$ cat src/rtl/if_fetch_ctrl.sv
// IF-stage fetch sequencer: owns the PC, drives the instruction memory req/gnt/rvalid
// handshake and buffers one fetched instruction for ID in a valid/ready slot.
module if_fetch_ctrl #(
    parameter int BOOT_CYCLES = 2
) (
    input  logic        clk_i,
    input  logic        rst_ni,
    input  logic        fetch_en_i,
    input  logic [31:0] boot_addr_i,
    output logic        instr_req_o,
    output logic [31:0] instr_addr_o,
    input  logic        instr_gnt_i,
    input  logic        instr_rvalid_i,
    input  logic [31:0] instr_rdata_i,
    input  logic        redirect_i,
    input  logic [31:0] redirect_addr_i,
    input  logic        id_ready_i,
    output logic        instr_valid_id_o,
    output logic [31:0] instr_rdata_id_o,
    output logic [31:0] pc_id_o,
    output logic        fetch_busy_o
);

    localparam int CNT_W = (BOOT_CYCLES > 1) ? $clog2(BOOT_CYCLES) : 1;
    localparam logic [CNT_W-1:0] BOOT_LAST = CNT_W'(BOOT_CYCLES - 1);

    typedef enum logic [2:0] {
        S_IDLE,
        S_BOOT,
        S_READY,
        S_REQ,
        S_WAIT
    } state_e;

    state_e             state_q, state_d;
    logic [CNT_W-1:0]   boot_cnt_q, boot_cnt_d;
    logic [31:0]        pc_q, pc_d;
    logic [31:0]        addr_q, addr_d;
    logic [31:0]        out_pc_q, out_pc_d;
    logic               kill_q, kill_d;
    logic               valid_q, valid_d;
    logic [31:0]        rdata_q, rdata_d;
    logic [31:0]        pc_id_q, pc_id_d;

    logic               req_c;
    logic [31:0]        addr_c;
    logic               load_c;
    logic               redir_c;
    logic               slot_free_c;

    always_comb begin
        state_d     = state_q;
        boot_cnt_d  = boot_cnt_q;
        pc_d        = pc_q;
        addr_d      = addr_q;
        out_pc_d    = out_pc_q;
        kill_d      = kill_q;
        valid_d     = valid_q;
        rdata_d     = rdata_q;
        pc_id_d     = pc_id_q;
        req_c       = 1'b0;
        addr_c      = pc_q;
        load_c      = 1'b0;
        slot_free_c = !valid_q | id_ready_i;
        redir_c     = redirect_i & ((state_q == S_READY) | (state_q == S_REQ) | (state_q == S_WAIT));

        case (state_q)
            S_IDLE: begin
                pc_d       = boot_addr_i & ~32'h3;
                boot_cnt_d = '0;
                state_d    = S_BOOT;
            end
            S_BOOT: begin
                if (boot_cnt_q == BOOT_LAST) begin
                    boot_cnt_d = '0;
                    state_d    = S_READY;
                end else begin
                    boot_cnt_d = boot_cnt_q + 1'b1;
                end
            end
            S_READY: begin
                req_c = fetch_en_i & slot_free_c & !redirect_i;
                if (req_c) begin
                    if (instr_gnt_i) begin
                        state_d = S_WAIT;
                    end else begin
                        state_d = S_REQ;
                        addr_d  = pc_q;
                    end
                end
            end
            S_REQ: begin
                // Request is committed once raised: address held until granted.
                req_c  = 1'b1;
                addr_c = addr_q;
                if (instr_gnt_i) begin
                    state_d = S_WAIT;
                end
                if (redirect_i) begin
                    kill_d = 1'b1;
                end
            end
            S_WAIT: begin
                if (instr_rvalid_i) begin
                    state_d = S_READY;
                    kill_d  = 1'b0;
                    load_c  = !kill_q & !redirect_i;
                end else if (redirect_i) begin
                    kill_d = 1'b1;
                end
            end
            default: state_d = S_IDLE;
        endcase

        // A pending kill means pc_q already holds a redirect target; keep it.
        if (req_c & instr_gnt_i) begin
            out_pc_d = addr_c;
            if (!kill_q) begin
                pc_d = addr_c + 32'd4;
            end
        end
        if (redir_c) begin
            pc_d = redirect_addr_i & ~32'h3;
        end

        if (valid_q & id_ready_i) begin
            valid_d = 1'b0;
        end
        if (load_c) begin
            valid_d = 1'b1;
            rdata_d = instr_rdata_i;
            pc_id_d = out_pc_q;
        end
        if (redir_c) begin
            valid_d = 1'b0;
        end
    end

    always_ff @(posedge clk_i or negedge rst_ni) begin
        if (!rst_ni) begin
            state_q    <= S_IDLE;
            boot_cnt_q <= '0;
            pc_q       <= '0;
            addr_q     <= '0;
            out_pc_q   <= '0;
            kill_q     <= 1'b0;
            valid_q    <= 1'b0;
            rdata_q    <= '0;
            pc_id_q    <= '0;
        end else begin
            state_q    <= state_d;
            boot_cnt_q <= boot_cnt_d;
            pc_q       <= pc_d;
            addr_q     <= addr_d;
            out_pc_q   <= out_pc_d;
            kill_q     <= kill_d;
            valid_q    <= valid_d;
            rdata_q    <= rdata_d;
            pc_id_q    <= pc_id_d;
        end
    end

    assign instr_req_o      = req_c;
    assign instr_addr_o     = addr_c;
    assign instr_valid_id_o = valid_q;
    assign instr_rdata_id_o = rdata_q;
    assign pc_id_o          = pc_id_q;
    assign fetch_busy_o     = (state_q == S_REQ) | (state_q == S_WAIT);

endmodule

$ cat config.mk
export PLATFORM = sky130hd
export DESIGN_NAME = if_fetch_ctrl
export DESIGN_NICKNAME = d
export VERILOG_FILES = /design/src/rtl/if_fetch_ctrl.sv
export SDC_FILE = /design/constraint.sdc
export NUM_CORES = 1
export LEC_CHECK = 0
export CORE_AREA = 2 2 167 169
export CTS_CLUSTER_DIAMETER = 100
export CTS_CLUSTER_SIZE = 16
export DETAILED_ROUTE_END_ITERATION = 8
export DIE_AREA = 0 0 169 171
export PLACE_DENSITY = 0.61
export SLEW_MARGIN = 10
export SYNTH_ARGS = -nofsm -noshare
export SYNTH_HDL_FRONTEND = slang
export SYNTH_SLANG_ARGS = --single-unit
$ cat constraint.sdc
create_clock -name clk_i -period 4.07 [get_ports clk_i]
set_input_delay 0.814 -clock clk_i [delete_from_list [all_inputs] [get_ports clk_i]]
set_output_delay 0.814 -clock clk_i [all_outputs]
set_load 0.01 [all_outputs]
* Word-level counts from Yosys, hierarchy flattened
Index checks and enable logic that the tools add are counted.
** Operators by class
- $add $sub $neg :: 2
- Eq/ne operators :: 8
- Mux-type cells :: 22
- Bitwise gates (word level) :: 11
- Reductions and logical operators :: 9
** Operators by type and width (count)
- $mux W32 :: 5
- $add A32 B3 Y32 const B :: 1
- $mux W3 :: 5
- $pmux W3 S5 :: 1
- $mux W1 :: 8
- $and A1 B1 Y1 :: 6
- $eq A3 B2 Y1 const B :: 2
- $ne A2 B2 Y1 const B :: 3
- $pmux W1 S2 :: 3
- $or A1 B1 Y1 :: 4
- $reduce_and A4 Y1 :: 1
- $reduce_bool A2 Y1 :: 2
- $eq A3 B1 Y1 const B :: 1
- $eq A3 B3 Y1 const B :: 1
- $logic_not A1 Y1 :: 3
- $logic_not A3 Y1 :: 1
- $reduce_and A3 Y1 :: 1
- $reduce_bool A3 Y1 :: 1
- $ne A2 B1 Y1 const B :: 1
- $add A1 B1 Y1 const B :: 1
- $not A1 Y1 :: 1
** Storage, ports and cells
- Flip-flop bits (word level) :: 166
- Input port bits :: 103

* Depth between registers and ports, before layout
Gate-level depths: netlist of the first run.
- Depth in word-level cells :: 8
- Gate-level depth with buffers :: 14
- Mapped depth without buffers :: 10

* Worst setup path after synthesis of the first run
OpenSTA, ideal clock, no wires.
- Path kind :: flip-flop to flip-flop
- Start :: register state_q[2]
- End :: register pc_q[22]
- Setup time :: 0.137 ns
- Arrival time :: 3.155 ns
- Required time :: 3.933 ns
- Slack :: 0.778 ns
- Stages on the path, launching flop included :: 15
- Path through :: dfrtp_1 buf_2 nand3b_1 buf_2 buf_2 buf_1 mux2i_1 inv_1 ha_1 and4_1 and3_1 o211ai_1 o21ai_0 a31oi_1 a21oi_1
** Between the ends
- Word-level cells in the longest chain between the ends :: 6
** RTL lines
- start, declared :: RTL line 35 : state_e state_q, state_d;
- start signal, assigned :: RTL line 151 : state_q <= state_d;
- $eq A3 B2 Y1 :: RTL line 67 : case (state_q)
- $mux W32 :: RTL line 67
- net instr_addr_o[2] :: RTL line 11 : output logic [31:0] instr_addr_o,
- $add A32 B3 Y32 :: RTL line 119 : pc_d = addr_c + 32'd4;
- $mux W32 :: RTL line 118 : if (!kill_q) begin
- $mux W32 :: RTL line 116 : if (req_c & instr_gnt_i) begin
- $mux W32 :: RTL line 122 : if (redir_c) begin
- net pc_d[22] :: RTL line 37 : logic [31:0] pc_q, pc_d;
- end signal, assigned :: RTL line 153 : pc_q <= pc_d;
- end, declared :: RTL line 37
The timed path passes the listed nets, and every way through them passes these cells.
A chain may end at the register's enable or synchronous reset.

* Worst setup path in the final report of the first run
- Start :: register state_q[2]
- End :: output port instr_addr_o[23]
** Between the ends
- Word-level cells in the longest chain between the ends :: 2
** RTL lines (RTL line)
- $eq A3 B2 Y1 :: 67
- $mux W32 :: 67
- end, declared :: 11
Every way passes these cells.

==> results of run 1 <==
==> logic make-up after synthesis <==
family,Yosys count,share of synthesized area [%]
flip-flops,166,51.7
XOR/XNOR,27,2.94
AND/OR/NAND/NOR,261,14.8
multiplexers,136,18.8
buffers and inverters,60,2.94
adder cells (fa/ha/maj),1,0.156
AO/OA/AOI/OAI,124,8.60
==> per-layer routing <==
layer	vias to the layer above	GRT usage [%]	share of wire (%)	wire [um]
met2	187	27.3	48	11100
met5	-	0	0.27	63
met4	10	3.68	0.86	199
met1	3168	21.1	45	10400
li1	3102	-	-	-
met3	22	4.97	6.6	1530
==> worst max-delay path by stage <==
| stage | to | slack, ns | depth (start not counted) |
|---|---|---|---|
| 4_1_cts | instr_addr_o[23] | 0.46 | 5 |
| 3_3_place_gp | pc_q[12] | 0.70 | 8 |
| 2_1_floorplan | pc_q[22] | 0.78 | 14 |
| 6_report | instr_addr_o[23] | 0.46 | 5 |
| 5_1_grt | instr_addr_o[23] | 0.32 | 5 |
| 3_5_place_dp | pc_q[9] | 0.65 | 8 |
==> worst max-delay path, stage by stage (launching register included) <==
cell                              delay, ns
sky130_fd_sc_hd__dfrtp_1               0.56
sky130_fd_sc_hd__nand3b_1              0.22
sky130_fd_sc_hd__buf_4                 0.41
sky130_fd_sc_hd__mux2i_1               0.49
sky130_fd_sc_hd__inv_1                 0.14
sky130_fd_sc_hd__clkdlybuf4s50_1       0.52
==> power by group through the flow <==
stage / Clock, W / Combinational (W) / Sequential, W
after global placement: 0 / 0.00277 / 0.00258
after CTS: 0.00178 / 0.00282 / 0.00257
final: 0.00172 / 0.00278 / 0.00257
after detailed placement: 0 / 0.00280 / 0.00260
after global routing: 0.00185 / 0.00310 / 0.00265
after floorplan: 0 / 0.00173 / 0.00245
==> final cells by class <==
type | instances | area, um^2
Antenna cell | 1 | 2.50
Clock buffer | 23 | 468
Clock inverter | 8 | 148
Fill cell | 2720 | 16300
Inverter | 15 | 56.3
Multi-Input combinational cell | 549 | 3670
Sequential cell | 166 | 4150
Tap cell | 346 | 433
Timing Repair Buffer | 216 | 2130
==> cells in the final DEF (no fill, tap or decap), drive strengths merged, types with 4 or more instances in the layout <==
cell type	Yosys	routed
clkdlybuf4s50	0	196
dfrtp	166	166
nand2	158	158
mux2	121	121
a21oi	56	56
o21ai	33	33
clkbuf	32	23
nor2	22	22
nand3	21	21
buf	13	20
a31oi	18	18
xnor2	18	18
mux2i	15	15
inv	15	15
nand4	15	15
nor3	10	10
xor2	9	9
nor4	7	7
and3	5	5
and4	5	5
o211ai	5	5
or3	5	5
bufinv	0	4
==> flip-flops by register name, summed over array words and instances (netlist names) <==
register and count:
instr_valid_id_o 1, boot_cnt_q 1, pc_q 32, addr_q 32
instr_rdata_id_o 32, pc_id_o 32, state_q 3, kill_q 1
out_pc_q 32
==> stage by stage <==
step                      cells  hold slack [ns]
after global placement     1292            0.461
after floorplan             775            0.446
after CTS                  1323            0.464
final                      1324            0.408
after global routing       1323            0.471
after detailed placement   1292            0.467
==> flow_results.org, run 1 <==
** Outcome
- Status :: finished, final reports clean

** Detailed routing
- The first detailed-routing pass took 6 iterations.
- For this block, the via count after detailed routing is 6489.
- DRC violations left :: 0
- Drt wl/cell :: 17.6 um
- Avg Vias per Cell :: 4.90
- Detailed Route Iter0 Violations :: 454
- Total Routed Length :: 23200 um
- DRT antenna net count :: 0

** Clock network
- CTS-repair resized insts :: 0
- Number of setup buffers added after CTS :: 0
- Post-cts hold buffer count :: 0
- Number of CTS-inserted buffers :: 17
- CTS built an H-tree with a depth of 4.
- The tree is rooted in a sky130_fd_sc_hd__clkbuf_16.
- For the worst-skew pair, the clock arrives at the later sink with an insertion delay of 0.43 ns.
- TritonCTS clock tree :: done
- Clock-pin slew on the worst setup and hold paths :: 0.07 ns
- The clock passes through at most 2 buffers.
- The clock net in this run drives a total of 166 sinks.

** Critical path
- Data required time at the worst endpoint :: 3.26 ns
- Element type at the critical path end :: output port
- For the worst setup path, the data arrival time is 2.79 ns.
- The startpoint identified for the worst register-to-register timing path is state_q[2].
- In this run the worst path has a maximum fanout of 32.
- CP Launch Point :: state_q[2]
- Sort of element at the start of the critical path :: flip-flop
- FF-to-FF setup slack :: 0.78 ns
- By startpoint and endpoint, the worst setup path is classified as reg2out.
- For the worst flop-to-flop path, the logic depth is 10.
- The worst register-to-register path ends at pc_q[22].

** Pwr
- Of the total power, combinational logic draws 39.3%.
- Share of total power in the clock network :: 24.4%
- Net Switching :: 0.00256 W
- For this design the ratio of total power to cell area is 640 mW/mm^2.
- P_leak :: 4.93 nW
- Largest voltage drop on the vdd net :: 0.000270 V
- Internal power comes to 0.00452 W.
- Power comes to 0.00708 W.
- Registers are responsible for 36.3% of the overall power.
- Of the total power, the share spent switching nets is 36.1%.

** Yosys
- Counting flops with an async set or reset pin after synthesis yields a share of 100%.
- sky130_fd_sc_hd__dfrtp_1 takes more of the synthesized area than any other cell.
- Commonest cells in the synthesized netlist :: sky130_fd_sc_hd__dfrtp_1 (166), sky130_fd_sc_hd__nand2_1 (158), sky130_fd_sc_hd__mux2_2 (121)
- Most common cell in the netlist :: sky130_fd_sc_hd__dfrtp_1
- The netlist uses 43 different library cells.
- Avg Synthesized Cell Area :: 10.4 um^2
- The Yosys step of the flow raised 0 warnings.
- Top cell type's share of synthesized area :: 51.7%
- Yosys mapped a number of flops with a built-in enable equal to 0.
- Counting every net in the synthesized netlist gives 879.
- Sorting the synthesized cells by area gives the leading types as sky130_fd_sc_hd__dfrtp_1 (52%), sky130_fd_sc_hd__mux2_2 (17%), sky130_fd_sc_hd__nand2_1 (7.4%).
- The synthesized design contains 166 register bits.
- Counting every instance in the synthesized netlist gives 775.
- Mapped cell area :: 0.00803 mm^2
- Share of synthesized area occupied by flip-flops and latches :: 51.7%
- The most used flip-flop cell after synthesis is sky130_fd_sc_hd__dfrtp_1.

** Floorplanning
- Total die area :: 0.0289 mm^2
- The core region is 0.0273 mm^2.
- Width of the die :: 169 um
- Vertical extent of the die :: 171 um
- In this run the core area contains 61 standard-cell rows.
- I/O pins :: 202
- Initial Util :: 29.4%

** STA
- The smallest clock period supported by the final layout is computed as 3.61 ns.
- The number of hold violations in the final report was 0.
- Setup repair after global routing left no endpoint under its margin.
- Setup-violating endpoint count in the final report :: 0
- The count of final max-slew check failures was 0.
- The worst pin sits at a relative slew slack of 33.2%.
- In the final timing run, aggregate negative setup slack is 0 ns.
- At the pin with the least slew margin, the transition time is 1.00 ns.
- Derived from the worst setup path, the maximum achievable clock frequency is 0.277 GHz.
- Worst clock skew :: 0.0122 ns
- Share of the clock period used by the worst path after layout :: 88.6%
- Setup slack on the critical path of the routed design comes to 0.462 ns.

** Finish
- Layout overhead on the synthesized area :: 37.7%
- Once layout is complete, the utilization of the core stands at 40.5%.
- Final standard cell area without fillers :: 0.0111 mm^2
- Layout cell share with drive strength beyond 1 :: 18.1%
- The net count of the finished layout is 1069.

** Global routing
- Via count of the first global-routing pass :: 6562
- Number of antenna violations at the first check in global routing :: 6
- Entering global routing, the biggest net connects 83 pins.
- The first global-routing pass estimated 36800 um of wire.
- Aggregate global-route resource usage :: 16.4%
- For this run the aggregate overflow at the end of global routing stands at 0.

** Placement
- Pre-CTS setup slack :: 0.648 ns
- The HPWL after detailed placement is 16200 um.
- Cell area after placement :: 0.0104 mm^2
- Routability-driven placement finished with a final weighted congestion of 0.812.
- Port buffering added 197 buffers.

** Worst hold path
- HP Class :: in2async

** Job
- MaxCap Viol Count :: 0
No activity file was read; power rests on OpenSTA's default activity.
==> run 2: changes to the inputs <==
- CORE_AREA: 2 2 167 169 -> 2 2 130 132
- DIE_AREA: 0 0 169 171 -> 0 0 132 134
- PLACE_DENSITY: 0.61 -> 0.88
- SKIP_LAST_GASP: not set -> 1
- SLEW_MARGIN: 10 -> not set
==> run 2 against run 1 <==
Compared with the run above:
- clock skew decreased by 0.0011 ns
- critical path type unchanged
- clock power fell by 3%
- register-to-register slack got worse by 0.18 ns
- first-iteration DRC count up 12%
- global-route usage increased by 8.3 points
==> flow_results.org, run 2 (synthesized netlist as in run 1, its figures left out) <==
** Detailed routing
- Total Routed Length :: 21500 um (was 23200 um)
- The number of nets with antenna violations after routing is 0 (unchanged).
- Avg Vias per Cell :: 5.58 (was 4.90)
- Drt wl/cell :: 17.9 um (was 17.6 um)
- Detailed-routing iteration count for the pre-antenna-repair pass :: 5 (was 6)
- DRC violations left :: 0 (unchanged)
- The DRC marker count from the first detailed-route iteration is 510 (was 454).
- The number of vias after detailed routing came to 6677 (was 6489).

** Clock network
- Max Root-Sink Buffers :: 2 (unchanged)
- The clock root buffer is sky130_fd_sc_hd__clkbuf_16 (unchanged).
- The worst-skew pair later-pin latency came to 0.43 ns (about the same).
- The number of H-tree levels came to 4 (unchanged).
- The quantity of gates resized following cts was 0 (unchanged).
- The hold buffer count at CTS is 0 (unchanged).
- The number of setup buffers added after CTS was 0 (unchanged).
- The TritonCTS clock tree is done (unchanged).
- The CTS sink count came to 166 (unchanged).
- Number of CTS-inserted buffers :: 17 (unchanged)
- Clock-pin slew on the worst setup and hold paths :: 0.06 ns (was 0.07 ns)

** Placement
- The number of I/O port buffers was 197 (unchanged).
- The worst setup slack before clock tree synthesis was 0.650 ns (was 0.648 ns).
- Weighted congestion reported at the end of routability-driven placement :: 0.858 (was 0.812)
- Detailed-placement wirelength estimate :: 14600 um (was 16200 um)

** Floorplanning
- The overall die height was 134 um (was 171 um).
- Core area :: 0.0163 mm^2 (was 0.0273 mm^2)
- I/O pins :: 202 (unchanged)
- The horizontal die dimension is 132 um (was 169 um).
- Total die area :: 0.0177 mm^2 (was 0.0289 mm^2)
- The row count is 47 (was 61).
- The initial standard-cell utilization of the core is 49.3% (was 29.4%).

** Finish
- The fraction of final layout cells sized beyond drive strength 1 came to 18.3% (was 18.1%).
- The multi-input gate area in the final layout is 0.00366 mm^2 (was 0.00367 mm^2).
- The count of inserted antenna diode cells came to 0 (was 1).
- Layout overhead on the synthesized area :: 35.3% (was 37.7%)
- The layout filler cell count was 1202 (was 2720).
- The total number of nets in the final design is 1068 (was 1069).
- The most common cell after layout, fill and taps aside is sky130_fd_sc_hd__clkdlybuf4s50_1 (unchanged).
- Most used cells in the layout excluding fill and tap cells: sky130_fd_sc_hd__clkdlybuf4s50_1 (196), sky130_fd_sc_hd__dfrtp_1 (166), sky130_fd_sc_hd__nand2_1 (157), sky130_fd_sc_hd__mux2_2 (121), sky130_fd_sc_hd__a21oi_1 (55) (unchanged).
- Area used by sequential logic in the layout :: 0.00415 mm^2 (unchanged)

** Critical path
- Element type at the critical path end :: output port (unchanged)
- Data required time at the worst endpoint :: 3.26 ns (about the same)
- Critical setup path kind :: reg2out (unchanged)
- Endpoint arrival time on the critical path :: 2.98 ns (was 2.79 ns)
- The largest driver fanout on the critical path was 25 (was 32).
- Sort of element at the start of the critical path :: flip-flop (unchanged)
- FF-to-FF path depth :: 10 (unchanged)

** STA
- Setup-violating endpoint count in the final report :: 0 (unchanged)
- The count of final max-slew check failures is 0 (unchanged).
- Worst-Margin Slew :: 1.21 ns (was 1.00 ns)
- Worst rel slew slack :: 18.8% (was 33.2%)
- Worst clock skew :: 0.0111 ns (was 0.0122 ns)
- The highest attainable clock frequency came to 0.264 GHz (was 0.277 GHz).
- The final critical path time including I/O delays and setup is 3.79 ns (was 3.61 ns).
- Post-route worst setup slack :: 0.281 ns (was 0.462 ns)
- Unrepaired setup endpoints after global routing: false (unchanged).
- The number of hold violations in the final report was 0 (unchanged).
- Sum of negative setup slack :: 0 ns (unchanged)
- The final cycle utilization of the critical path was 93.1% (was 88.6%).

** Global routing
- The initial antenna violation count is 0 (was 6).
- The final global-route overflow total came to 0 (unchanged).
- The via count of the first global-routing pass was 6776 (was 6562).
- The total global-route track usage was 24.7% (was 16.4%).
- Largest net degree at the start of global routing :: 104 (was 83)
- First-pass GRT wire length :: 34800 um (was 36800 um)

** Worst hold path
- Along the worst hold path, the cell count comes to 2.
- The classification of the worst-slack hold path was reg2reg (was in2async).

** Pwr
- The overall power of the completed layout came to 0.00703 W (was 0.00708 W).
- Largest voltage drop on the vdd net :: 0.000368 V (was 0.000270 V)
- Power per unit of standard cell area :: 647 mW/mm^2 (was 640 mW/mm^2)
- The static leakage power was 4.92 nW (was 4.93 nW).

** Job
- MaxCap Viol Count :: 0 (unchanged)

** Outcome
- Status :: finished, final reports clean (unchanged)
-- run 2: cell types whose count changed in the layout (fill, tap and decap cells not counted) --
cell,before,now
sky130_fd_sc_hd__a21oi_2,0,1
sky130_fd_sc_hd__a21oi_4,1,0
sky130_fd_sc_hd__buf_12,1,0
sky130_fd_sc_hd__bufinv_16,4,3
sky130_fd_sc_hd__clkbuf_1,4,2
sky130_fd_sc_hd__clkinv_2,1,2
sky130_fd_sc_hd__clkinv_4,0,4
sky130_fd_sc_hd__clkinvlp_4,3,2
sky130_fd_sc_hd__diode_2,1,0
sky130_fd_sc_hd__or4_2,0,1
sky130_fd_sc_hd__or4_4,1,0
-- run 2: layer usage --
metal	global-route usage [%]	vias to the layer above	share of wire, %
li1	-	3097	-
met1	31.8	3272	43
met2	41.1	261	49
met3	5.40	47	6.0
met4	9.18	0	2.3
met5	0	-	0
-- run 2: metrics by stage --
stage          area, um^2  util [%]  hold slack, ns  cells
6_report            10900      66.7           0.478   1197
5_1_grt             10900      66.7           0.513   1197
4_1_cts             10900      66.7           0.481   1197
3_5_place_dp        10300      62.9           0.468   1165
3_3_place_gp        10300      62.9           0.457   1165
2_1_floorplan        8030         -           0.446    775
-- run 2: worst paths after layout --
| path | slack, ns | to | start |
|---|---|---|---|
| setup / recovery | 0.28 | instr_addr_o[14] | state_q[2] |
| hold / removal | 0.48 | out_pc_q[24] | out_pc_q[24] |
| setup reg to reg | 0.60 | pc_q[22] | state_q[2] |
| hold reg to reg | 0.48 | out_pc_q[24] | out_pc_q[24] |
| max in group asynchronous | 2.63 | pc_id_o[20] | rst_ni |
| min in group asynchronous | 0.50 | instr_rdata_id_o[25] | rst_ni |
-- run 2: area by class of cell --
class | instances | share of cell area [%]
inverters | 15 | 0.518
multi-input cells | 549 | 33.7
well taps | 220 | 2.53
clock inverters | 11 | 1.38
flip-flops and latches | 166 | 38.2
clock buffers | 21 | 4.24
repair buffers | 215 | 19.4
-- run 2: power breakdown --
| part | leakage, nW | switching, W | internal [W] |
|---|---|---|---|
| clock network | 0.293 | 0.000664 | 0.000999 |
| logic | 2.47 | 0.00146 | 0.00133 |
| registers | 2.16 | 0.000454 | 0.00213 |
| total | 4.92 | 0.00258 | 0.00446 |
-- run 2: critical path, cell delays in order, from the launching register on --
cell and delay (ns):
sky130_fd_sc_hd__dfrtp_1 0.57, sky130_fd_sc_hd__nand3b_1 0.48, sky130_fd_sc_hd__buf_4 0.41, sky130_fd_sc_hd__mux2i_1 0.42, sky130_fd_sc_hd__inv_1 0.13, sky130_fd_sc_hd__clkdlybuf4s50_1 0.52
==> run 3: changes to the inputs <==
- SETUP_SLACK_MARGIN: not set -> 0.5
- SKIP_CTS_REPAIR_TIMING: not set -> 1
==> run 3 against run 2 <==
Compared with the run above:
- register-to-register slack better by 0.16 ns
- first-iteration DRC count down 2.0%
- sequential share of layout area fell by 0.079 points
- maximum frequency grew 11%
- utilization up 0.14 points
- sequential cell count unchanged
- clock power hardly changed
- sequential power about the same
- global-route usage stayed put
- clock-buffer cell count unchanged
- critical endpoint unchanged
==> flow_results.org, run 3 (synthesized netlist as in run 1, its figures left out) <==
** Placement
- The number of I/O port buffers is 197 (unchanged).
- The post-detailed-placement cell area came to 0.0103 mm^2 (unchanged).
- The final weighted congestion of routability-driven global placement came to 0.858 (unchanged).
- The post-detailed-placement half-perimeter wirelength came to 14600 um (unchanged).
- Number of placed instances with taps included :: 1165 (unchanged)

** Critical path
- The critical path capture point type is an output port (unchanged).
- FF-to-FF setup slack :: 0.76 ns (was 0.60 ns)
- Critical setup path kind :: reg2out (unchanged)
- The length in cells of the worst reg-to-reg path is 11 (was 10).
- The nature of the critical path startpoint is a flip-flop (unchanged).
- Bufs and invs on worst path :: 3 (unchanged)
- CP cell instances: nand3b_1 -> buf_4 -> mux2i_1 -> inv_1 -> clkdlybuf4s50_1 (unchanged).
- Endpoint of the worst-slack reg-to-reg timing path :: pc_q[22] (unchanged)
- The required time of the critical path came to 3.26 ns (about the same).
- The startpoint of the most critical setup path was state_q[2] (unchanged).
- The worst reg2reg path startpoint was state_q[2] (unchanged).
- The slowest cell on the critical path is sky130_fd_sc_hd__dfrtp_1 (unchanged).
- The largest driver fanout on the critical path is 25 (unchanged).
- Endpoint arrival time on the critical path :: 2.61 ns (was 2.98 ns)
- Kind of cell with the highest combined delay on the critical path :: buffers and inverters (unchanged)
- Largest stage delay, worst path :: 0.56 ns (was 0.57 ns)

** Detailed routing
- Drt wl/cell :: 17.9 um (about the same)
- The number of iterations in the first detailed-routing pass was 5 (unchanged).
- Via Count :: 6682 (was 6677)
- DRC violations left :: 0 (unchanged)
- Detailed Route Iter0 Violations :: 500 (was 510)
- DRT antenna net count :: 0 (unchanged)
- The final wirelength is 21500 um (about the same).
- Avg Vias per Cell :: 5.57 (was 5.58)

** Finish
- Count of placed standard cells in the final layout, fillers left out :: 1200 (was 1197)
- Number of fill cells :: 1200 (was 1202)
- Most used cells in the layout excluding fill and tap cells :: sky130_fd_sc_hd__clkdlybuf4s50_1 (196), sky130_fd_sc_hd__dfrtp_1 (166), sky130_fd_sc_hd__nand2_1 (157), sky130_fd_sc_hd__mux2_2 (121), sky130_fd_sc_hd__a21oi_1 (55) (unchanged)
- The most common cell after layout, fill and taps aside is sky130_fd_sc_hd__clkdlybuf4s50_1 (unchanged).
- The fraction of final layout cells sized beyond drive strength 1 is 18.6% (was 18.3%).
- The total number of nets in the final design is 1071 (was 1068).
- Layout overhead on the synthesized area :: 35.6% (was 35.3%)
- The combined flip-flop and latch cell area is 0.00415 mm^2 (unchanged).
- The count of inserted antenna diode cells came to 0 (unchanged).
- Multi-input combinational cell area :: 0.00366 mm^2 (unchanged)
- The total non-filler cell area in the finished layout is 0.0109 mm^2 (about the same).

** Outcome
- Status: finished, final reports clean (unchanged).

** Clock network
- The clock transition time at the flip-flop clock pins of the worst setup and hold paths is 0.06 ns (about the same).
- The maximum clock insertion buffer count was 2 (unchanged).
- Deepest level of the CTS H-tree :: 4 (unchanged)
- Number of CTS-inserted buffers :: 17 (unchanged)
- The worst-skew pair later-pin latency was 0.43 ns (about the same).
- Number of sinks driven by the clock tree :: 166 (unchanged)
- The TritonCTS clock tree is done (unchanged).
- Clock root buffer :: sky130_fd_sc_hd__clkbuf_16 (unchanged)

** Floorplanning
- The overall die height was 134 um (unchanged).
- The die area is 0.0177 mm^2 (unchanged).
- Core area :: 0.0163 mm^2 (unchanged)
- Width of the die :: 132 um (unchanged)
- Initial Util :: 49.3% (unchanged)
- The I/O pin total came to 202 (unchanged).
- Std-Cell Rows :: 47 (unchanged)

** STA
- Worst clock skew :: 0.0118 ns (was 0.0111 ns)
- Share of the clock period used by the worst path after layout :: 84.2% (was 93.1%)
- The total of endpoints with negative setup slack in the final report came to 0 (unchanged).
- Total count of hold-check failures in the final report :: 0 (unchanged)
- The final hold slack is 0.478 ns (about the same).
- Unrepaired setup endpoints after global routing :: false (unchanged)
- Sum of negative setup slack :: 0 ns (unchanged)
- Count of final max-slew check failures :: 0 (unchanged)
- Worst rel slew slack :: 18.4% (was 18.8%)
- Max Clk Rate :: 0.292 GHz (was 0.264 GHz)
- Worst-Margin Slew :: 1.22 ns (was 1.21 ns)
- Shortest clock period the worst path allows after layout :: 3.43 ns (was 3.79 ns)

** Pwr
- P_leak :: 4.93 nW (was 4.92 nW)
- The maximum ir drop on the vdd rail came to 0.000369 V (was 0.000368 V).
- Power per unit of standard cell area :: 647 mW/mm^2 (about the same)

** Worst hold path
- The classification of the worst-slack hold path is reg2reg (unchanged).
- The startpoint of the lowest-slack hold path is out_pc_q[24] (unchanged).
- Cell depth of the worst min-delay path :: 2 (unchanged)
- The capture endpoint of the worst hold path was out_pc_q[24] (unchanged).

** Global routing
- Grt ovf :: 0 (unchanged)
- The initial antenna violation count is 0 (unchanged).
- Largest net degree at the start of global routing :: 104 (unchanged)
- The wire length of the first global-routing pass was 34800 um (unchanged).
- The via count of the first global-routing pass came to 6776 (unchanged).
- The total global-route track usage was 24.7% (unchanged).

** Job
- MaxCap Viol Count :: 0 (unchanged)
run 3: cell types whose count changed in the layout (fill, tap and decap cells not counted):
cell,before,now
sky130_fd_sc_hd__buf_4,18,21
run 3: worst min-delay path: stages (launching register included):
cell,delay [ns]
sky130_fd_sc_hd__dfrtp_1,0.34
sky130_fd_sc_hd__nand2_1,0.04
sky130_fd_sc_hd__o21ai_0,0.06
run 3: stage by stage:
| step | utilization [%] | setup slack, ns | total power, W |
|---|---|---|---|
| 3_3_place_gp | 62.9 | 0.772 | 0.00523 |
| 6_report | 66.8 | 0.644 | 0.00705 |
| 3_5_place_dp | 62.9 | 0.650 | 0.00534 |
| 2_1_floorplan | - | 0.778 | 0.00419 |
| 5_1_grt | 66.8 | 0.508 | 0.00745 |
| 4_1_cts | 66.7 | 0.316 | 0.00704 |
run 3: how the worst max path moves through the flow:
stage,to,slack [ns],cells past startpoint
finish,instr_addr_o[14],0.64,5
global route,pc_q[22],0.51,11
CTS,instr_addr_o[23],0.32,5
detailed placement,pc_q[22],0.65,10
global placement,pc_q[22],0.77,10
floorplan,pc_q[22],0.78,14
run 3: report_power, final:
part,switching (W),internal [W]
registers,0.000452,0.00213
clock network,0.000665,0.000999
logic,0.00146,0.00134
run 3: cell type report:
class	count	area share [%]
Tap cell	220	2.53
Sequential cell	166	38.2
Clock inverter	11	1.38
Multi-Input combinational cell	549	33.6
Inverter	15	0.517
Clock buffer	21	4.23
Timing Repair Buffer	218	19.6
run 3: layer usage:
metal / routed length, um / part of all wire (%) / track usage (%) / vias up
met4: 446 / 2.1 / 9.18 / 0
met1: 9160 / 43 / 31.8 / 3283
met5: 0 / 0 / 0 / -
met2: 10600 / 49 / 41.1 / 255
met3: 1260 / 5.9 / 5.40 / 39
li1: - / - / - / 3105
